===== src/rtl/uparc_fetch.sv =====
// ----------------------------------------------------------------------------
// uparc_fetch
//
// Instruction fetch stage, sitting directly upstream of decode.  It owns the
// fetch PC, issues single-word reads on the instruction bus with at most one
// transaction outstanding, and keeps one fetched word in an output buffer.
// Decode sees that word together with its PC.  Jumps from execute and
// exception vectors from the CU redirect the fetch PC and flush the buffer.
//
// Configuration macro:
//   UPARC_FETCH_ALIGN_CHECK_EN
//     defined   : a misaligned redirect target issues no bus read. Instead a
//                 NOP is presented with o_fetch_err=1 and o_pc=target, and the
//                 fetch PC holds until the next redirect.
//     undefined : the low two bits of a redirect target are cleared and the
//                 word is fetched normally.
//
// Ports:
//   clk, rst          clock, synchronous active-high reset
//   i_exec_stall      execute stage stalled
//   i_mem_stall       memory stage stalled
//   i_jump_valid      taken jump/branch from execute (one-cycle pulse)
//   i_jump_addr       jump target
//   i_except_start    exception redirect from the CU (one-cycle pulse)
//   i_except_addr     exception vector
//   o_bus_req         instruction bus read request
//   o_bus_addr        word-aligned read address
//   i_bus_ack         request accepted, data valid this cycle
//   i_bus_data        instruction word
//   i_bus_err         bus error, qualified by i_bus_ack
//   o_instr           buffered instruction for decode
//   o_pc              PC of o_instr
//   o_fetch_stall     no valid instruction available
//   o_fetch_err       o_instr came from an erroring fetch
// ----------------------------------------------------------------------------
module uparc_fetch #(
    parameter logic [31:0] RESET_ADDR = 32'h0000_0100
) (
    input  logic        clk,
    input  logic        rst,
    input  logic        i_exec_stall,
    input  logic        i_mem_stall,
    input  logic        i_jump_valid,
    input  logic [31:0] i_jump_addr,
    input  logic        i_except_start,
    input  logic [31:0] i_except_addr,
    output logic        o_bus_req,
    output logic [31:0] o_bus_addr,
    input  logic        i_bus_ack,
    input  logic [31:0] i_bus_data,
    input  logic        i_bus_err,
    output logic [31:0] o_instr,
    output logic [31:0] o_pc,
    output logic        o_fetch_stall,
    output logic        o_fetch_err
);

    logic        r_rst_q;
    logic [31:0] r_fetch_pc;
    logic        r_valid;
    logic [31:0] r_instr;
    logic [31:0] r_pc;
    logic        r_err;
    logic        r_discard;

    logic        w_consume;
    logic        w_redirect;
    logic        w_req;
    logic        w_ack;
    logic [31:0] w_target;

    // Decode latches the buffered word on the same edge it is consumed.
    assign w_consume  = r_valid && !i_exec_stall && !i_mem_stall;
    assign w_redirect = i_except_start || i_jump_valid;

`ifdef UPARC_FETCH_ALIGN_CHECK_EN
    logic r_align_pend;
    logic r_align_hold;
    logic w_target_misaligned;

    // Exception wins over a jump in the same cycle.
    assign w_target            = i_except_start ? i_except_addr : i_jump_addr;
    assign w_target_misaligned = (w_target[1:0] != 2'b00);

    // A misaligned target blocks new requests, but a read already presented
    // before the redirect is kept asserted until the fabric acks it.
    assign w_req = !r_rst_q &&
                   (r_discard ||
                    ((!r_valid || w_consume) && !r_align_pend && !r_align_hold));
`else
    // Exception wins over a jump; the target is forced onto a word boundary.
    assign w_target = (i_except_start ? i_except_addr : i_jump_addr) & 32'hFFFF_FFFC;

    // The buffer is empty (or being emptied) whenever a read is requested, so
    // valid stays low while a request waits and the address cannot move.
    assign w_req = !r_rst_q && (!r_valid || w_consume);
`endif

    assign w_ack = i_bus_ack && w_req;

    assign o_bus_req     = w_req;
    assign o_bus_addr    = {r_fetch_pc[31:2], 2'b00};
    assign o_instr       = r_instr;
    assign o_pc          = r_pc;
    assign o_fetch_stall = !r_valid;
    assign o_fetch_err   = r_err;

    // Fetch PC, output buffer and discard tracking.  A redirect flushes the
    // buffer; if a read is still waiting for its ack, that ack's data belongs
    // to the old path and is thrown away when it arrives.
    always_ff @(posedge clk) begin
        r_rst_q <= rst;
        if (rst) begin
            r_fetch_pc <= RESET_ADDR;
            r_valid    <= 1'b0;
            r_instr    <= 32'h0;
            r_pc       <= 32'h0;
            r_err      <= 1'b0;
            r_discard  <= 1'b0;
`ifdef UPARC_FETCH_ALIGN_CHECK_EN
            r_align_pend <= 1'b0;
            r_align_hold <= 1'b0;
`endif
        end else if (w_redirect) begin
            // An ack in the redirect cycle is simply dropped; an unacked
            // request leaves one stale ack still to come.
            r_fetch_pc <= w_target;
            r_valid    <= 1'b0;
            r_err      <= 1'b0;
            r_discard  <= w_req && !i_bus_ack;
`ifdef UPARC_FETCH_ALIGN_CHECK_EN
            r_align_pend <= w_target_misaligned;
            r_align_hold <= 1'b0;
`endif
        end else begin
            if (w_ack && r_discard) begin
                r_discard <= 1'b0;
            end else if (w_ack) begin
                // An errored word goes to decode as a NOP, flagged for the CU.
                r_instr    <= i_bus_err ? 32'h0 : i_bus_data;
                r_pc       <= r_fetch_pc;
                r_err      <= i_bus_err;
                r_valid    <= 1'b1;
                r_fetch_pc <= r_fetch_pc + 32'd4;
            end else if (w_consume) begin
                r_valid <= 1'b0;
            end
`ifdef UPARC_FETCH_ALIGN_CHECK_EN
            // One cycle after a misaligned redirect, present the faulting PC
            // as an errored NOP and stop fetching until the next redirect.
            if (r_align_pend) begin
                r_valid      <= 1'b1;
                r_instr      <= 32'h0;
                r_pc         <= r_fetch_pc;
                r_err        <= 1'b1;
                r_align_pend <= 1'b0;
                r_align_hold <= 1'b1;
            end
`endif
        end
    end

endmodule

===== config.mk =====
export PLATFORM = sky130hd
export DESIGN_NAME = uparc_fetch
export DESIGN_NICKNAME = d
export VERILOG_FILES = /design/src/rtl/uparc_fetch.sv
export SDC_FILE = /design/constraint.sdc
export NUM_CORES = 1
export LEC_CHECK = 0
export CORE_UTILIZATION = 45
export DETAILED_ROUTE_END_ITERATION = 8
export PLACE_DENSITY = 0.92
export SYNTH_ARGS = -nofsm -noshare
export SYNTH_HDL_FRONTEND = slang
export SYNTH_SLANG_ARGS = --single-unit

===== constraint.sdc =====
create_clock -name clk -period 5.65 [get_ports clk]
set_input_delay 1.4125 -clock clk [delete_from_list [all_inputs] [get_ports clk]]
set_output_delay 1.4125 -clock clk [all_outputs]
set_load 0.005 [all_outputs]

==> results.txt <==
- The run finished with clean final reports.
- Buffers added to address setup during post-CTS repair amount to 0.
* Warnings, synthesis: 0
- Sinks on Clock Net: 96
- For the worst-skew pair, the clock arrives at the later sink with an insertion delay of 0.35 ns.
- The root buffer cell chosen for the clock tree is clkbuf_8.
- TritonCTS built the clock tree.
- At the pin with the least slew margin, the transition time is 1.04 ns.
- Multi-input logic area: 2270 um^2
- Core Footprint: 9370 um^2
- The first TritonRoute pass finished after 5 iterations.
- Dpl hpwl: 10700 um
* Kind of launch point of the worst setup path: input pin
- CP endpoint kind: primary output
* Maximum Capacitance Violations: 0
- Category of cells accounting for the largest share of critical-path delay: buffers and inverters
- Routed WL: 15000 um
* Yosys cell types: 53
- Remaining design rule violation count: 0
- Post-synthesis instance total: 549
* Vertical extent of the die: 101 um
* Per-cell routed wire length: 17.7 um
- Antenna cells: 0
* Number of CTS-inserted buffers: 9
- Post-synthesis simple-gate area fraction: 0.269
- Power per Cell Area: 208 nW/um^2
- Counting flops with an async set or reset pin after synthesis yields a share of 0.
- Counting flops with a built-in enable in the synthesized netlist gives 0.
- Max clock buf depth: 2
* Total placed cells including tap cells: 836
- Largest family of logic cells by synthesized area: simple AND/OR/NAND/NOR gates
- Slowest cell on the critical path: clkdlybuf4s50_1
* Gr ovfl total: 0
* Die Area: 10200 um^2
- In the synthesized netlist the dominant register cell turns out to be dfxtp_1.
- Hold violation count in the final report: 0
* Total of cells resized after clock tree synthesis: 0
- Clk pin slew, worst setup/hold paths: 0.10 ns
- The average instance in the mapped netlist occupies 8.01 um^2.
- Counting I/O delays and the setup requirement, the final critical path takes 4.38 ns.
* Initial antenna violation count: 0
- Multiplexer fraction of the synthesized cell area: 0.00455
* Number of buffers inserted by port buffering: 194
- Worst stage delay on the critical path: 0.54 ns
* Peak supply drop: 151 uV
- The number of global-route vias before repair came to 4665.
- Counting flops and latches in the post-synthesis netlist gives 96.
- The number of max-slew violations in the final report came to 0.
* HP Class: reg -> reg
* Area occupied by registers: 1920 um^2
* Area share of xor/xnor cells in the synthesized design: 0.0319
- Measured against its own limit, the worst slew margin works out to 0.302.
* Adder-cell share of the synthesized area: 0.00284
- 203 I/O pins were placed.
- Crit path cell chain: clkdlybuf4s50_1 > o21a_1 > nor2_1 > clkdlybuf4s50_1
* Remaining antenna violation count after routing: 0
- The final layout contains 823 nets.
- The critical path in this run is classified as in -> out.
* Detailed router's first-iteration violation count: 333
- Largest fanout on the critical path: 7
- GRT Util Overall: 0.291
- After synthesis, the cell types taking the most area are dfxtp_1, nand2_1, a21oi_1.
- Setup repair after global routing left no endpoint under its margin.
- Area growth, synth to finish: 48.5%
- Cell accounting for the most synthesized area: dfxtp_1
* Synthesized-area fraction occupied by ao, oa, aoi and oai cells: 0.203
- Drt via density: 5.73
* Data required time at the worst endpoint: 4.24 ns
- In the post-route analysis, the smallest setup slack over all paths is 1.27 ns.
* Hold buffers post-CTS: 0
* Number of buffer and inverter stages on the critical path: 2
- For this configuration, the core starts out at a cell density of 0.469.
- Once layout is complete, the utilization of the core stands at 0.697.
* Final Cycle Share: 0.776
- H-Tree Level Count: 3
- Summed over all cells, the static leakage comes to 2.11 nW.
- Prior to clock tree synthesis, the placed netlist has a worst setup slack of 1.30 ns.
- For this block, the via count after detailed routing is 4881.
- Of the cells placed in the final design, the portion with a size suffix greater than 1 is 0.0401.
* Post-Route Setup TNS: 0 ns
* Number of setup violations in the final report: 0
* Number of cells in the finished layout apart from fillers: 852
- Most frequent CP cell: clkdlybuf4s50_1
* Largest net degree at the start of global routing: 98
- Crit path arrival time: 2.97 ns
- Max Fclk: 228 MHz
- Area share of the leading cell type in the synthesized netlist: 0.437
- The filler cells instantiated in the layout total 804.
- Summing every instance area after synthesis gives 4400 um^2.
- Routability-driven placement finished with a final weighted congestion of 0.833.
- Across the routed clock network, the largest skew measured is 0.0141 ns.
- Global-route wire length before repair: 23000 um
- Row cnt: 35
* Share of synthesized area occupied by flip-flops and latches: 0.437
- Measured along the x axis, the die boundary spans 101 um.
worst register-to-register path, stage by stage, from the launching register on:
cell and delay [ns]:
dfxtp_1 0.35, or3b_1 0.51, nor2_2 0.27, nand2_2 0.54, or4_1 0.72, a31oi_1 0.20
cells by family (layout without fill, tap and decap cells):
group                    count (synthesis)  in the layout
XOR/XNOR                                16             16
AND/OR/NAND/NOR                        233            233
flip-flops                              96             96
other                                    1              4
multiplexers                             2              2
adder cells (fa/ha/maj)                  1              1
AO/OA/AOI/OAI                          148            148
buffers and inverters                   52            223
path summary, 6_finish.rpt:
| kind | start | to | slack, ns | cells after the start |
|---|---|---|---|---|
| worst max-delay path | i_exec_stall | o_bus_req | 1.27 | 4 |
| worst min register to register | o_instr[24] | o_instr[24] | 0.46 | 2 |
| worst min-delay path | o_instr[24] | o_instr[24] | 0.46 | 2 |
| worst max register to register | r_rst_q | r_fetch_pc[25] | 2.99 | 5 |
report_power, final:
part           internal [W]  leakage (nW)  switching [W]
registers          0.000699         0.783      0.0000341
clock network      0.000162        0.0866       0.000245
logic              0.000132          1.24      0.0000898
state kept, by name (all words and copies together), names as in the netlist:
register,cells
o_fetch_err,1
o_instr,32
o_pc,30
r_discard,1
r_fetch_pc,30
r_rst_q,1
r_valid,1
synthesized netlist by cell type (all sizes together) (2+ instances only):
| cell type | instances |
|---|---|
| nor3 | 13 |
| o22ai | 12 |
| and4 | 2 |
| or4 | 3 |
| nand3 | 16 |
| o2bb2ai | 3 |
| o21a | 3 |
| nand4 | 10 |
| inv | 8 |
| a21boi | 2 |
| a211oi | 9 |
| and2 | 2 |
| nand2 | 115 |
| o21ai | 14 |
| nor2 | 17 |
| or2 | 2 |
| buf | 6 |
| xor2 | 7 |
| o31a | 4 |
| nor2b | 2 |
| a221oi | 2 |
| dfxtp | 96 |
| o211ai | 3 |
| xnor2 | 9 |
| clkbuf | 38 |
| a31oi | 4 |
| a222oi | 2 |
| nor4b | 2 |
| a22oi | 8 |
| mux2i | 2 |
| nand3b | 32 |
| or3 | 3 |
| nor4 | 9 |
| a21oi | 76 |
per-stage QoR:
step | cell area (um^2) | power, W | hold slack (ns)
6_report | 6530 | 0.00136 | 0.457
5_1_grt | 6530 | 0.00142 | 0.478
4_1_cts | 6530 | 0.00137 | 0.459
3_5_place_dp | 6360 | 0.000967 | 0.445
3_3_place_gp | 6360 | 0.000959 | 0.438
2_1_floorplan | 4410 | 0.000825 | 0.448
metal layers:
layer  wire (um)  global-route usage  vias to the layer above
met5           0                   0                        -
met4         492               0.127                        0
met3        1320              0.0583                       47
met2        7500               0.502                      268
met1        5730               0.352                     2280
li1            -                   -                     2286
cells in the final DEF (no fill, tap or decap), drive strengths merged, types with 3 or more instances in the layout:
cell | synthesis | routed
o31a | 4 | 4
a31oi | 4 | 4
o22ai | 12 | 12
dfxtp | 96 | 96
nand3 | 16 | 16
o2bb2ai | 3 | 3
conb | 1 | 4
a22oi | 8 | 8
nor3 | 13 | 13
o21a | 3 | 3
xnor2 | 9 | 9
nand3b | 32 | 32
a211oi | 9 | 9
clkinv | 0 | 4
or3 | 3 | 3
a21oi | 76 | 76
nand2 | 115 | 115
o21ai | 14 | 14
clkbuf | 38 | 10
nor2 | 17 | 17
buf | 6 | 6
inv | 8 | 9
clkdlybuf4s50 | 0 | 193
nor4 | 9 | 9
or4 | 3 | 3
nand4 | 10 | 10
xor2 | 7 | 7
o211ai | 3 | 3
layout make-up:
cell class / count / area share
clock buffer: 10 / 0.0195
clock inverter: 6 / 0.00670
inverter: 8 / 0.00460
multi-input combinational: 404 / 0.348
sequential: 96 / 0.294
tap: 129 / 0.0247
timing repair buffer: 199 / 0.303
No activity file was read; power rests on OpenSTA's default activity.
